===== config.mk =====
export PLATFORM = sky130hd
export DESIGN_NAME = exception_vector_fetch
export DESIGN_NICKNAME = d
export VERILOG_FILES = /design/src/rtl/exception_vector_fetch.sv
export SDC_FILE = /design/constraint.sdc
export NUM_CORES = 1
export LEC_CHECK = 0
export BUFFER_PORTS_ARGS = -buffer_cell sky130_fd_sc_hd__buf_2
export CORE_AREA = 5 5 83 85
export CTS_CLUSTER_SIZE = 16
export DETAILED_ROUTE_END_ITERATION = 16
export DIE_AREA = 0 0 88 90
export PLACE_DENSITY_LB_ADDON = 0.25
export RECOVER_POWER = 50
export SLEW_MARGIN = 25
export SYNTH_ARGS = -nofsm -noshare
export SYNTH_HDL_FRONTEND = slang
export SYNTH_SLANG_ARGS = --single-unit

===== constraint.sdc =====
create_clock -name clk -period 4.9 [get_ports clk]
set_clock_uncertainty 0.2 [all_clocks]
set_input_delay 1.225 -clock clk [delete_from_list [all_inputs] [get_ports clk]]
set_output_delay 1.225 -clock clk [all_outputs]
set_load 0.1 [all_outputs]

===== src/rtl/exception_vector_fetch.sv =====
// Exception-entry initiator: latches cause and EPC, steers the address mux to the
// matching vector slot, waits out memory latency, then loads PC with the handler byte.
module exception_vector_fetch #(
  parameter int unsigned MEM_LATENCY = 1
) (
  input  logic        clk,
  input  logic        reset,
  input  logic        exc_opcode,
  input  logic        exc_ovf,
  input  logic        exc_div0,
  input  logic [31:0] pc_in,
  input  logic [31:0] mem_data_in,
  output logic [2:0]  addr_sel,
  output logic        epc_write,
  output logic [31:0] epc_value,
  output logic        pc_write,
  output logic [31:0] pc_value,
  output logic        busy,
  output logic        exc_ack
);

  localparam int unsigned DATA_W = 32;
  localparam int unsigned SEL_W  = 3;
  localparam int unsigned CNT_W  = 3;
  localparam int unsigned BYTE_W = 8;

  localparam logic [SEL_W-1:0] SEL_PC   = 3'b000;
  localparam logic [SEL_W-1:0] SEL_V253 = 3'b010;
  localparam logic [SEL_W-1:0] SEL_V254 = 3'b011;
  localparam logic [SEL_W-1:0] SEL_V255 = 3'b100;

  localparam logic [CNT_W-1:0] CNT_LAST = CNT_W'(MEM_LATENCY - 1);

  // ACCEPT is the cycle in which the cause and EPC sit registered before the
  // address is driven; REQ/CAPTURE/DONE then line up with the visible outputs.
  typedef enum logic [2:0] {
    S_IDLE,
    S_ACCEPT,
    S_REQ,
    S_CAPTURE,
    S_DONE
  } state_e;

  state_e              state_q, state_d;
  logic [CNT_W-1:0]    cnt_q, cnt_d;
  logic [SEL_W-1:0]    vec_q, vec_d;
  logic [SEL_W-1:0]    addr_sel_q, addr_sel_d;
  logic                epc_write_q, epc_write_d;
  logic                pc_write_q, pc_write_d;
  logic                exc_ack_q, exc_ack_d;
  logic                busy_q, busy_d;
  logic [DATA_W-1:0]   epc_value_q, epc_value_d;
  logic [DATA_W-1:0]   pc_value_q, pc_value_d;

  logic                any_req_c;
  logic [SEL_W-1:0]    req_vec_c;
  logic                unused_mem_hi;

  // Only the low byte of the vector slot is the handler address.
  assign unused_mem_hi = ^mem_data_in[DATA_W-1:BYTE_W];

  assign any_req_c = exc_opcode | exc_ovf | exc_div0;

  always_comb begin
    req_vec_c = SEL_V255;
    if (exc_opcode) begin
      req_vec_c = SEL_V253;
    end else if (exc_ovf) begin
      req_vec_c = SEL_V254;
    end
  end

  always_ff @(posedge clk or posedge reset) begin
    if (reset) begin
      state_q     <= S_IDLE;
      cnt_q       <= '0;
      vec_q       <= SEL_PC;
      addr_sel_q  <= SEL_PC;
      epc_write_q <= 1'b0;
      pc_write_q  <= 1'b0;
      exc_ack_q   <= 1'b0;
      busy_q      <= 1'b0;
      epc_value_q <= '0;
      pc_value_q  <= '0;
    end else begin
      state_q     <= state_d;
      cnt_q       <= cnt_d;
      vec_q       <= vec_d;
      addr_sel_q  <= addr_sel_d;
      epc_write_q <= epc_write_d;
      pc_write_q  <= pc_write_d;
      exc_ack_q   <= exc_ack_d;
      busy_q      <= busy_d;
      epc_value_q <= epc_value_d;
      pc_value_q  <= pc_value_d;
    end
  end

  // Next-state logic; each branch produces the outputs for the state being entered.
  always_comb begin
    state_d     = state_q;
    cnt_d       = cnt_q;
    vec_d       = vec_q;
    epc_value_d = epc_value_q;
    pc_value_d  = pc_value_q;
    addr_sel_d  = SEL_PC;
    epc_write_d = 1'b0;
    pc_write_d  = 1'b0;
    exc_ack_d   = 1'b0;
    busy_d      = 1'b0;

    unique case (state_q)
      S_IDLE: begin
        if (any_req_c) begin
          state_d     = S_ACCEPT;
          vec_d       = req_vec_c;
          epc_value_d = pc_in - DATA_W'(4);
          busy_d      = 1'b1;
        end
      end
      S_ACCEPT: begin
        state_d     = S_REQ;
        cnt_d       = '0;
        addr_sel_d  = vec_q;
        epc_write_d = 1'b1;
        busy_d      = 1'b1;
      end
      S_REQ: begin
        addr_sel_d = vec_q;
        busy_d     = 1'b1;
        if (cnt_q == CNT_LAST) begin
          state_d = S_CAPTURE;
          cnt_d   = '0;
        end else begin
          cnt_d = cnt_q + CNT_W'(1);
        end
      end
      S_CAPTURE: begin
        state_d    = S_DONE;
        pc_value_d = {(DATA_W - BYTE_W)'(0), mem_data_in[BYTE_W-1:0]};
        pc_write_d = 1'b1;
        exc_ack_d  = 1'b1;
        busy_d     = 1'b1;
      end
      S_DONE: begin
        state_d = S_IDLE;
      end
      default: begin
        state_d = S_IDLE;
      end
    endcase
  end

  assign addr_sel  = addr_sel_q;
  assign epc_write = epc_write_q;
  assign epc_value = epc_value_q;
  assign pc_write  = pc_write_q;
  assign pc_value  = pc_value_q;
  assign busy      = busy_q;
  assign exc_ack   = exc_ack_q;

endmodule


Word-level counts from Yosys, hierarchy flattened
Index checks and enable logic that the tools add are counted.
{"block": "totals", "register_bits": 55, "input_bits": 69, "word_cells": 37}
{"block": "classes", "addsub": 2, "n_eq_ne": 5, "mux": 12, "bitwise_logic": 2, "n_reduce_logical": 7}
{"op": "32-bit by 3-bit subtractor with 32-bit output, second input constant", "count": 1}
{"op": "3-bit 2-to-1 mux", "count": 6}
{"op": "3-bit case mux with 4 select lines", "count": 1}
{"op": "3-bit by 2-bit equality test with 1-bit output, second input constant", "count": 2}
{"op": "3-bit logical NOT", "count": 2}
{"op": "3-bit case mux with 2 select lines", "count": 1}
{"op": "2-bit inequality test, second input constant", "count": 2}
{"op": "2-bit AND reduction", "count": 2}
{"op": "3-bit by 1-bit adder with 3-bit output, second input constant", "count": 1}
{"op": "3-bit by 1-bit equality test with 1-bit output, second input constant", "count": 1}
{"op": "1-bit 2-to-1 mux", "count": 3}
{"op": "3-bit OR reduction", "count": 1}
{"op": "1-bit bitwise OR", "count": 2}
{"op": "1-bit case mux with 2 select lines", "count": 1}
{"op": "2-bit nonzero test", "count": 1}
{"op": "2-bit OR reduction", "count": 1}

Depth between registers and ports, before layout
{"block": "logic_depth", "ltp_word": 4, "ltp_mapped": 7, "ltp_nobuf": 6}

Worst setup path before layout
No wires, ideal clock.
{"block": "synth_timing", "path_kind": "input-to-reg", "from": "in pc_in[3]", "to": "reg epc_value_q[19], in the netlist epc_value[19]", "arrival_ps": 2985, "t_required_ps": 4618, "path_slack_ps": 1633, "path_stages": 6, "cell_sequence": "or4_1 -> buf_2 -> or3_1 -> clkbuf_2 -> or4_1 -> a31oi_1"}
{"block": "synth_via", "elab_chain_len": 1}
{"item": "start: declaration", "line_no": "11", "rtl": "input logic [31:0] pc_in,"}
{"item": "32-bit by 3-bit subtractor with 32-bit output", "line_no": "117", "rtl": "epc_value_d = pc_in - DATA_W'(4);"}
{"item": "end signal: assignment", "line_no": "94", "rtl": "epc_value_q <= epc_value_d;"}
{"item": "end: declaration", "line_no": "52", "rtl": "logic [DATA_W-1:0] epc_value_q, epc_value_d;"}
Every way passes these cells.
A chain may end at the register's enable or synchronous reset.

Worst setup path in the final report
{"block": "layout_timing", "from": "in pc_in[2]", "to": "reg epc_value_q[25], in the netlist epc_value[25]"}
The elaborated chain is that of the path after synthesis.

==> metrics <==
XOR/XNOR share of the synthesized area under 10%; unrepaired setup endpoints after global routing no; pin count of the biggest net entering global routing 39; Total Routing Usage GR between 15 and 20%; First DRT Iteration DRCs 92; CTS tree done; CTS root buf clkbuf_8; RePlAce Congestion 0.764; CP required 4.93 ns; DIE HEIGHT 90 um; synthesis-to-layout area growth 18.0%; #FFs+latches synth 55; CTS H-tree depth 2; Yosys warnings 0; IO Pins 140; Slew @ Worst Pin 1.38 ns; vias 2444; cts hold-fix bufs 0; CTS sink count 55; Setup Viol. Count Final 0; iteration count of the initial detailed-routing pass 4; setup_tns 0 ns; Post-Synth Adder-Cell Area 1.30%; number of setup buffers added after CTS 0; IO buf count 91; Final min period 3.38 ns; Mean Syn Cell Area 9.68 sq um; hpwl dp 5040 um; Post-Route WL approximately 6600 um; Initial Util 47.2%; Final ANT Viol Nets 0; Synth Area in Simple Gates 21.9%; fill count 586; maximum clock rate between 0.2 and 0.3 GHz; Crit Path Class input pin to flip-flop; PostCTS Resize Cnt 0; Worst Setup Start Kind input pin; vias in the first global route 2344; # diodes 0; Worst setup EP type flip-flop; remaining global-route overflow 0; max-capacitance violation count 0; Compound-Gate Fraction of Synth Area 12.5%; mux share of post-synthesis cell area ~3.1%; Worst Path Arrival 3.41 ns; CORE AREA 6130 sq um; crit share post-route 69.1%; Die X 88 um; DRC 0; largest family of logic cells by synthesized area simple AND/OR/NAND/NOR gates; Post-Syn Area 2900 sq um; Slew headroom 8.29%; Worst-path clk slew approximately 0.1 ns; Post-synth EDFFs 0; first-pass GRT wire length 11000 um; post-synthesis sequential area ratio 47.5%; post-synthesis cell type count 41; run status finished, final reports clean; die area 7920 sq um; Synth async-reset ratio 100%; mean routed wirelength per cell 14.4 um; cts bufs inserted 5; Min-Delay Path Class flip-flop to flip-flop; Longest Clk Path Bufs 2; Final nets 454; Worst-Skew Late Latency 0.30 ns; Final Max Slew Viols 0; initial antenna violation count 0; ys flop type dfrtp_1; final hold viol count 0; row cnt 29; drt via density 5.31; layout cell share with drive strength beyond 1 28.2%; CP max FO 17; Syn Inst Count 299
## worst max-delay path, stage by stage
cell and delay, ns:
buf_2 0.13, or4_1 0.63, or3_1 0.64, or4b_1 0.59, a31oi_1 0.19
## metrics by stage
step,utilization [%],hold WS (ns),std cells,area [sq um],worst slack [ns]
finish,55.7,0.273,460,3420,1.52
CTS,55.7,0.280,460,3420,1.49
floorplan,-,0.241,322,2980,1.63
global placement,53.8,0.254,452,3300,1.20
global route,55.7,0.312,460,3420,1.16
detailed placement,53.8,0.258,452,3300,1.19
## cell usage after synthesis (all sizes together) (3+ instances only)
cell	number	area share, %
nand2b	3	0.65
o21ai	20	3.5
clkbuf	12	1.6
or3	6	1.3
nand2	31	4.0
nor3	3	0.52
mux2	8	3.1
xnor2	7	2.1
nor2	18	2.3
ha	3	1.3
nand4b	4	1.2
buf	28	7.0
a31oi	11	2.4
nor4	9	1.9
a21oi	3	0.52
o31ai	9	2.3
o211ai	5	1.3
xor2	6	1.8
and2	5	1.1
or4	20	5.2
nand3	6	1.0
dfrtp	55	48
inv	7	0.91
## sequential cells by signal, summed over array words and instances, names as in the netlist
name,flops
epc_value,32
pc_value,8
addr_sel,3
cnt_q,3
state_q,3
vec_q,3
busy,1
epc_write,1
exc_ack,1
## final timing paths
check / from / endpoint / slack [ns] / cells past startpoint
min: vec_q[1]$_DFFE_PP0P_ / vec_q[1]$_DFFE_PP0P_ / 0.27 / 1
max: pc_in[2] / epc_value[25]$_DFFE_PP0P_ / 1.52 / 5
max reg2reg: state_q[0]$_DFFE_PP0P_ / epc_value[28]$_DFFE_PP0P_ / 2.34 / 5
min in group asynchronous: reset / epc_value[7]$_DFFE_PP0P_ / 1.00 / 2
max in group asynchronous: reset / state_q[2]$_DFFE_PP0P_ / 1.68 / 3
min reg2reg: vec_q[1]$_DFFE_PP0P_ / vec_q[1]$_DFFE_PP0P_ / 0.27 / 1
## logic make-up (layout without fill, tap and decap cells)
group | after synthesis | in the layout
AOI/OAI and AO/OA | 57 | 57
xor gates and xnor gates | 13 | 13
adders and majority gates | 3 | 3
buffers and inverters | 47 | 108
DFF | 55 | 55
muxes | 8 | 8
other | 1 | 24
and+or+nand+nor | 115 | 115
## area by class of cell
type                       count  area, sq um  area share (%)
clock inverter                 2         35.0            1.03
tap                           77         96.3            2.82
sequential                    55         1380            40.3
multi-input combinational    220         1340            39.1
timing repair buffer          93          464            13.6
inverter                       7         26.3           0.769
clock buffer                   6         82.6            2.42
## layout by cell type, fill, tap and decap left out, types with 9 or more instances in the layout
| cell | count |
|---|---|
| nand2_1 | 31 |
| a31oi_1 | 11 |
| dfrtp_1 | 55 |
| o31ai_1 | 9 |
| conb_1 | 24 |
| nor4_1 | 9 |
| buf_2 | 89 |
| or4_1 | 20 |
| o21ai_0 | 20 |
| nor2_1 | 18 |
## layer usage
layer  vias to the layer above  wire length (um)  global-route usage [%]
li1                       1196                 -                       -
met3                         9               472                    4.11
met4                         0                74                    3.58
met2                        75              3380                    29.6
met1                      1164              2700                    21.3
met5                         -                 0                       0
Power is not shown: default switching activity piles up to over one toggle a cycle in this logic, so the estimate is an artifact.
